[src/rtl/if_fetch_ctrl.sv]
// ============================================================================
//  Module   : if_fetch_ctrl
//  Brief    : Instruction-fetch sequencer between PC stage and imem bus.
//             Optional bus timeout enabled with macro IF_TIMEOUT_EN.
//  Revision : 1.0
// ============================================================================
`default_nettype none

module if_fetch_ctrl #(
   parameter int ADDR_W         = 32,
   parameter int DATA_W         = 32,
   parameter int TIMEOUT_CYCLES = 255
) (
   input  logic              clk,
   input  logic              rst,
   input  logic              cpu_ce_i,
   input  logic [ADDR_W-1:0] cpu_addr_i,
   input  logic [5:0]        stall_i,
   input  logic              flush_i,
   output logic [DATA_W-1:0] inst_o,
   output logic              stallreq_o,
   output logic              bus_req_o,
   output logic [ADDR_W-1:0] bus_addr_o,
   input  logic              bus_ack_i,
   input  logic [DATA_W-1:0] bus_rdata_i,
   output logic              bus_err_o
);

   typedef enum logic [1:0] {
      S_IDLE       = 2'd0,
      S_BUSY       = 2'd1,
      S_WAIT_STALL = 2'd2
   } state_t;

   state_t            r_state;
   state_t            w_state_nxt;
   logic [DATA_W-1:0] r_rd_buf;
   logic              w_issue;
   logic              w_capture;
   logic              w_timeout;

`ifdef IF_TIMEOUT_EN
   localparam int TMO_W = ($clog2(TIMEOUT_CYCLES + 1) > 8) ? $clog2(TIMEOUT_CYCLES + 1) : 8;

   logic [TMO_W-1:0] r_tmo_cnt;

   // Timeout only fires when neither flush nor ack claim the cycle.
   assign w_timeout = (r_state == S_BUSY) && !flush_i && !bus_ack_i &&
                      (r_tmo_cnt == TMO_W'(TIMEOUT_CYCLES));
   assign bus_err_o = w_timeout;

   always_ff @(posedge clk) begin
      if (rst) begin
         r_tmo_cnt <= '0;
      end else if (w_issue) begin
         r_tmo_cnt <= '0;
      end else if (r_state == S_BUSY && !bus_ack_i) begin
         r_tmo_cnt <= r_tmo_cnt + 1'b1;
      end
   end
`else
   logic unused_tmo;

   assign unused_tmo = (TIMEOUT_CYCLES == 0);
   assign w_timeout  = 1'b0;
   assign bus_err_o  = 1'b0;
`endif

   always_comb begin
      w_state_nxt = r_state;
      inst_o      = '0;
      stallreq_o  = 1'b0;
      w_issue     = 1'b0;
      w_capture   = 1'b0;
      case (r_state)
         S_IDLE: begin
            stallreq_o = cpu_ce_i & ~flush_i;
            if (cpu_ce_i && !flush_i) begin
               w_issue     = 1'b1;
               w_state_nxt = S_BUSY;
            end
         end
         S_BUSY: begin
            if (flush_i) begin
               w_state_nxt = S_IDLE;
            end else if (bus_ack_i) begin
               // Forward the word in the ack cycle; buffer it only if stalled.
               inst_o      = bus_rdata_i;
               w_capture   = 1'b1;
               w_state_nxt = (stall_i != 6'd0) ? S_WAIT_STALL : S_IDLE;
            end else if (w_timeout) begin
               w_state_nxt = S_IDLE;
            end else begin
               stallreq_o = 1'b1;
            end
         end
         S_WAIT_STALL: begin
            inst_o = r_rd_buf;
            if (flush_i || !stall_i[0]) begin
               w_state_nxt = S_IDLE;
            end
         end
         default: begin
            w_state_nxt = S_IDLE;
         end
      endcase
   end

   always_ff @(posedge clk) begin
      if (rst) begin
         r_state    <= S_IDLE;
         bus_req_o  <= 1'b0;
         bus_addr_o <= '0;
         r_rd_buf   <= '0;
      end else begin
         r_state   <= w_state_nxt;
         // Request is high exactly while the FSM sits in BUSY.
         bus_req_o <= (w_state_nxt == S_BUSY);
         if (w_issue) begin
            bus_addr_o <= cpu_addr_i;
         end
         if (w_capture) begin
            r_rd_buf <= bus_rdata_i;
         end
      end
   end

endmodule

`default_nettype wire

[config.mk]
export PLATFORM = sky130hd
export DESIGN_NAME = if_fetch_ctrl
export DESIGN_NICKNAME = d
export VERILOG_FILES = /design/src/rtl/if_fetch_ctrl.sv
export SDC_FILE = /design/constraint.sdc
export NUM_CORES = 1
export LEC_CHECK = 0
export CORE_UTILIZATION = 45
export CTS_BUF_LIST = sky130_fd_sc_hd__clkbuf_4
export DETAILED_ROUTE_END_ITERATION = 7
export PLACE_DENSITY_LB_ADDON = 0.15
export REMOVE_ABC_BUFFERS = 1
export SLEW_MARGIN = 20
export SYNTH_ARGS = -nofsm -noshare
export SYNTH_HDL_FRONTEND = slang
export SYNTH_SLANG_ARGS = --single-unit
[constraint.sdc]
create_clock -name clk -period 2.1 [get_ports clk]
set_input_delay 0.21 -clock clk [delete_from_list [all_inputs] [get_ports clk]]
set_output_delay 0.21 -clock clk [all_outputs]
set_load 0.03 [all_outputs]
Word-level counts from Yosys, hierarchy flattened
Index checks and enable logic that the tools add are counted.
{"block": "classes", "n_eq_ne": 3, "mux": 17, "bitwise": 2, "reduce_logical": 6}
{"operator": "$mux W32", "n": 2}
{"operator": "$pmux W32 S2", "n": 1}
{"operator": "$mux W2", "n": 5}
{"operator": "$mux W1", "n": 7}
{"operator": "$pmux W2 S3", "n": 1}
{"operator": "$reduce_bool A6 Y1", "n": 1}
{"operator": "$eq A2 B1 Y1 const B", "n": 2}
{"operator": "$eq A2 B2 Y1 const B", "n": 1}
{"operator": "$logic_not A1 Y1", "n": 2}
{"operator": "$logic_not A2 Y1", "n": 1}
{"operator": "$pmux W1 S2", "n": 1}
{"operator": "$and A1 B1 Y1", "n": 1}
{"operator": "$logic_and A1 B1 Y1", "n": 1}
{"operator": "$logic_or A1 B1 Y1", "n": 1}
{"operator": "$not A1 Y1", "n": 1}
{"block": "word_totals", "reg_bits": 67, "input_bits": 75, "output_inout_bits": 67, "wordCells": 32}

Longest topological paths before layout
{"block": "depth", "ltp_word": 6, "ltp_mapped": 7, "ltp_nobuf": 6}

Worst setup path after synthesis
Ideal clock, no wire load.
{"block": "synth_path", "kind": "reg-to-output", "start": "reg r_state[1]", "end": "out inst_o[10]", "arrival_ns": 1.746, "required_time_ns": 1.890, "slack_ns": 0.144, "path_stages_with_launch": 8, "path_buffers": 2, "path_cell_list": "dfxtp_1 -> inv_1 -> ha_1 -> and3_1 -> buf_4 -> buf_6 -> nand2_1 -> a21boi_0"}
{"block": "synth_via", "elab_chain_len": 2, "elab_cells_between_ends": 3, "cone_classes": "eq/ne (2); mux (1)"}
{"item": "start, declared", "line": "35", "text": "state_t r_state;"}
{"item": "start signal, assigned", "line": "116", "text": "r_state <= w_state_nxt;"}
{"item": "$eq A2 B2 Y1 or $eq A2 B1 Y1 (tied branches)", "line": "75", "text": "case (r_state)"}
{"item": "$pmux W32 S2 (*)", "line": "75"}
{"item": "end, declared", "line": "20", "text": "output logic [DATA_W-1:0] inst_o,"}
Mark *: on every way between the ends. The rest lies on a longest branch, timed or not.

Final worst setup path
{"block": "layout_path", "start": "reg r_state[1]", "end": "out inst_o[7]"}
The elaborated chain is that of the path after synthesis.

==> reports/results.md <==
Routing
- 5.03 — mean number of vias per cell
- 0 — DRC violations left
- 0 — count of nets left with antenna violations after detail routing
- 14.0 um — average detailed-routed wire length per instance
- 136 — Initial DRC Count
- 4 — detailed-routing iteration count for the pre-antenna-repair pass
- 2,992 — vias post-DR
- 8320 um — final wirelength

Finish
- 594 — final layout net count
- 63.5% — layout-stage area growth over the synthesis result
- 595 — Cell Count, Final, Fillers Out
- 0.213 — share of post-route cells with drive strength above 1
- 0 — diodes inserted
- 4660 sq um — Design Area, Final

Run
- 0 — Max Cap Violations

Die
- 28 — total number of placement rows
- 81.6 um — die height
- 6650 sq um — die footprint
- 6030 sq um — placeable core region
- 0.473 — initial core utilization
- 81.6 um — chip width
- 142 — number of placed I/O pins

Clock network
- 0 — hold buffers post-CTS
- clkbuf_4 — Clock Root Buffer
- built — CTS tree
- 110 ps — clock slew seen by the registers of the worst setup and hold paths
- 9 — cts bufs inserted
- 3 — H-tree depth
- 430 ps — latest clock arrival within the worst-skew pair
- 67 — clock sink total
- 2 — Bufs on Longest Clock Path

Power and ir drop
- 0.273 — switching fraction of total power
- 1.96 mW — Internal Power
- 1.63 nW — P_leak
- 452 uV — maximum VDD drop
- 0.197 — combinational group share of total power
- 0.307 — part of the power in the clock network
- 2.70 mW — total design power
- 0.496 — relative contribution of sequential cells to total power
- 0.738 mW — Net Sw Power
- 580 nW/um^2 — Power Density

Placed design
- 4180 sq um — cell area reported after detailed placement
- 140 — number of port buffers
- 161 ps — setup slack after placement
- 5200 um — post-detail-place hpwl
- 0.796 — GPL Wtd Cong
- 572 — Placed Instances

Global routing
- 0 — overall overflow remaining after global route
- 0.0689 — met3 Usage GRT
- 0.429 — met2 Use GR
- 0.239 — Total Routing Usage GR
- 0.252 — met1 layer usage reported by global route
- 0 — number of antenna violations at the first check in global routing
- met2 — routing layer with the top usage in global route
- 2,697 — via count of the first global-routing pass
- 11,900 um — wire length of the first global-routing pass
- 48 — largest net degree at the start of global routing

Synthesis
- 7.51 sq um — average cell area after synthesis
- 0 — number of warnings issued by yosys
- 67 — #FFs+latches synth
- 379 — Post-Syn Instances
- 25 — number of distinct standard cells referenced by the synthesized netlist
- 2850 sq um — combined area of all synthesized cells
- 0.471 — sequential area share after synthesis

Worst setup path
- register — startpoint type of the worst setup path
- 1890 ps — Required @ worst endpoint
- reg -> out — worst setup path category
- 570 ps — setup slack of the worst register-to-register path
- 1860 ps — arrival time reported for the critical path endpoint
- 7 — Worst Path Max Fanout
- output port — type of destination of the critical path

Timing
- 2070 ps — Final min period
- 0 — Final Setup Violations
- 12.2 ps — largest clock skew in the final design
- 0 — final number of hold-violating endpoints
- 32.8 ps — worst setup slack after layout
- 484 MHz — highest clock rate
- 0.984 — fin crit share
- true — RSZ-0062 raised after global routing
- 0 — max-slew violations

Worst hold path
- in -> reg — class of the tightest hold or removal check

Run status
- completed — outcome

-- synth_stat cells --
cell | instances | share of area
o221a_1 | 1 | 0.0040
a21boi_1 | 11 | 0.029
clkbuf_1 | 11 | 0.014
and3_4 | 1 | 0.0040
inv_1 | 2 | 0.0026
nand2b_1 | 1 | 0.0022
a21boi_0 | 21 | 0.055
buf_4 | 5 | 0.013
nand2_1 | 163 | 0.21
and3_1 | 1 | 0.0022
nor4_1 | 1 | 0.0022
nand3_1 | 1 | 0.0018
a21oi_1 | 67 | 0.12
ha_1 | 4 | 0.018
nor2_1 | 2 | 0.0026
o21ai_0 | 1 | 0.0018
inv_2 | 1 | 0.0013
dfxtp_1 | 67 | 0.47
and2_1 | 1 | 0.0022
nand3b_1 | 1 | 0.0026
a211oi_1 | 1 | 0.0026
buf_6 | 4 | 0.016
buf_2 | 9 | 0.016
nor3_1 | 1 | 0.0018
conb_1 | 1 | 0.0013
-- power groups by stage --
stage	logic (mW)	registers [mW]	clock network, mW
6_report	0.531	1.34	0.830
3_3_place_gp	0.479	1.37	0
3_5_place_dp	0.484	1.37	0
4_1_cts	0.501	1.34	0.841
5_1_grt	0.565	1.35	0.905
2_1_floorplan	0.134	1.43	0
-- layer usage --
layer  routed length [um]  vias to the layer above
li1                     -                     1504
met3                  478                       13
met2                 4320                       91
met5                    0                        -
met1                 3320                     1384
met4                  194                        0
-- through the flow --
step	util	setup TNS, ps	hold slack, ps
after floorplan	-	-4630	279
after global placement	0.693	0	441
after detailed placement	0.693	0	447
after CTS	0.726	0	190
after global routing	0.773	-623	187
final	0.773	0	187
-- final cells by class --
class	count	area, sq um
fillers	440	1370
inverters	3	13.8
clock inverters	6	56.3
well taps	75	93.8
flip-flops and latches	67	1350
clock buffers	10	75.1
multi-input cells	280	1500
repair buffers	154	1570
-- layout by cell type (no fill, tap or decap) --
cell	n
buf_8	2
o21ai_0	1
inv_4	1
a21oi_1	67
a211oi_1	1
ha_4	3
nand2b_1	1
bufinv_16	1
clkbuf_16	2
nand2_2	18
buf_2	1
and2_1	1
buf_4	27
nand3b_1	1
buf_12	5
buf_6	11
a21boi_1	12
and3_4	2
nand2_1	144
clkinv_2	3
o221a_1	1
nand2_4	1
dfxtp_1	65
conb_1	1
nor4_1	1
clkinvlp_4	1
ha_1	1
inv_2	1
dfxtp_4	2
inv_1	1
clkinv_1	1
nor2_1	2
nand3_1	1
clkdlybuf4s50_1	106
nor3_1	1
clkbuf_4	10
a21boi_2	20
-- sequential cells by signal, summed over array words and instances (netlist names) --
register,flops
bus_addr_o,32
r_state,2
r_rd_buf,32
bus_req_o,1
-- repair_timing --
action / CTS / global route
pin swaps: 0 / 20
buffers inserted: 0 / 4
resized for setup: 27 / 67
endpoints found under the hold margin: 0 / 0
endpoints found under the setup margin: 32 / 32
gates cloned: 1 / 2
-- worst max-delay path, cell delays in order (launching register included) --
cell,delay (ps)
dfxtp_4,370
inv_4,70
ha_4,130
and3_4,290
clkbuf_16,180
nand2_1,70
a21boi_1,130
buf_4,190
-- final timing paths --
kind,cells past startpoint,start,endpoint
worst max-delay path,7,r_state[1],inst_o[7]
worst max register to register,7,r_state[1],r_rd_buf[21]
worst min register to register,2,bus_addr_o[7],bus_addr_o[7]
worst min-delay path,2,rst,r_rd_buf[6]
-- cells by family after synthesis --
logic type / share of synthesized area
AND/OR/NAND/NOR: 0.236
flip-flops: 0.471
adder cells (fa/ha/maj): 0.0176
buffers and inverters: 0.0633
AO/OA/AOI/OAI: 0.210
other: 0.00132
(Power assumes the default switching activity.)
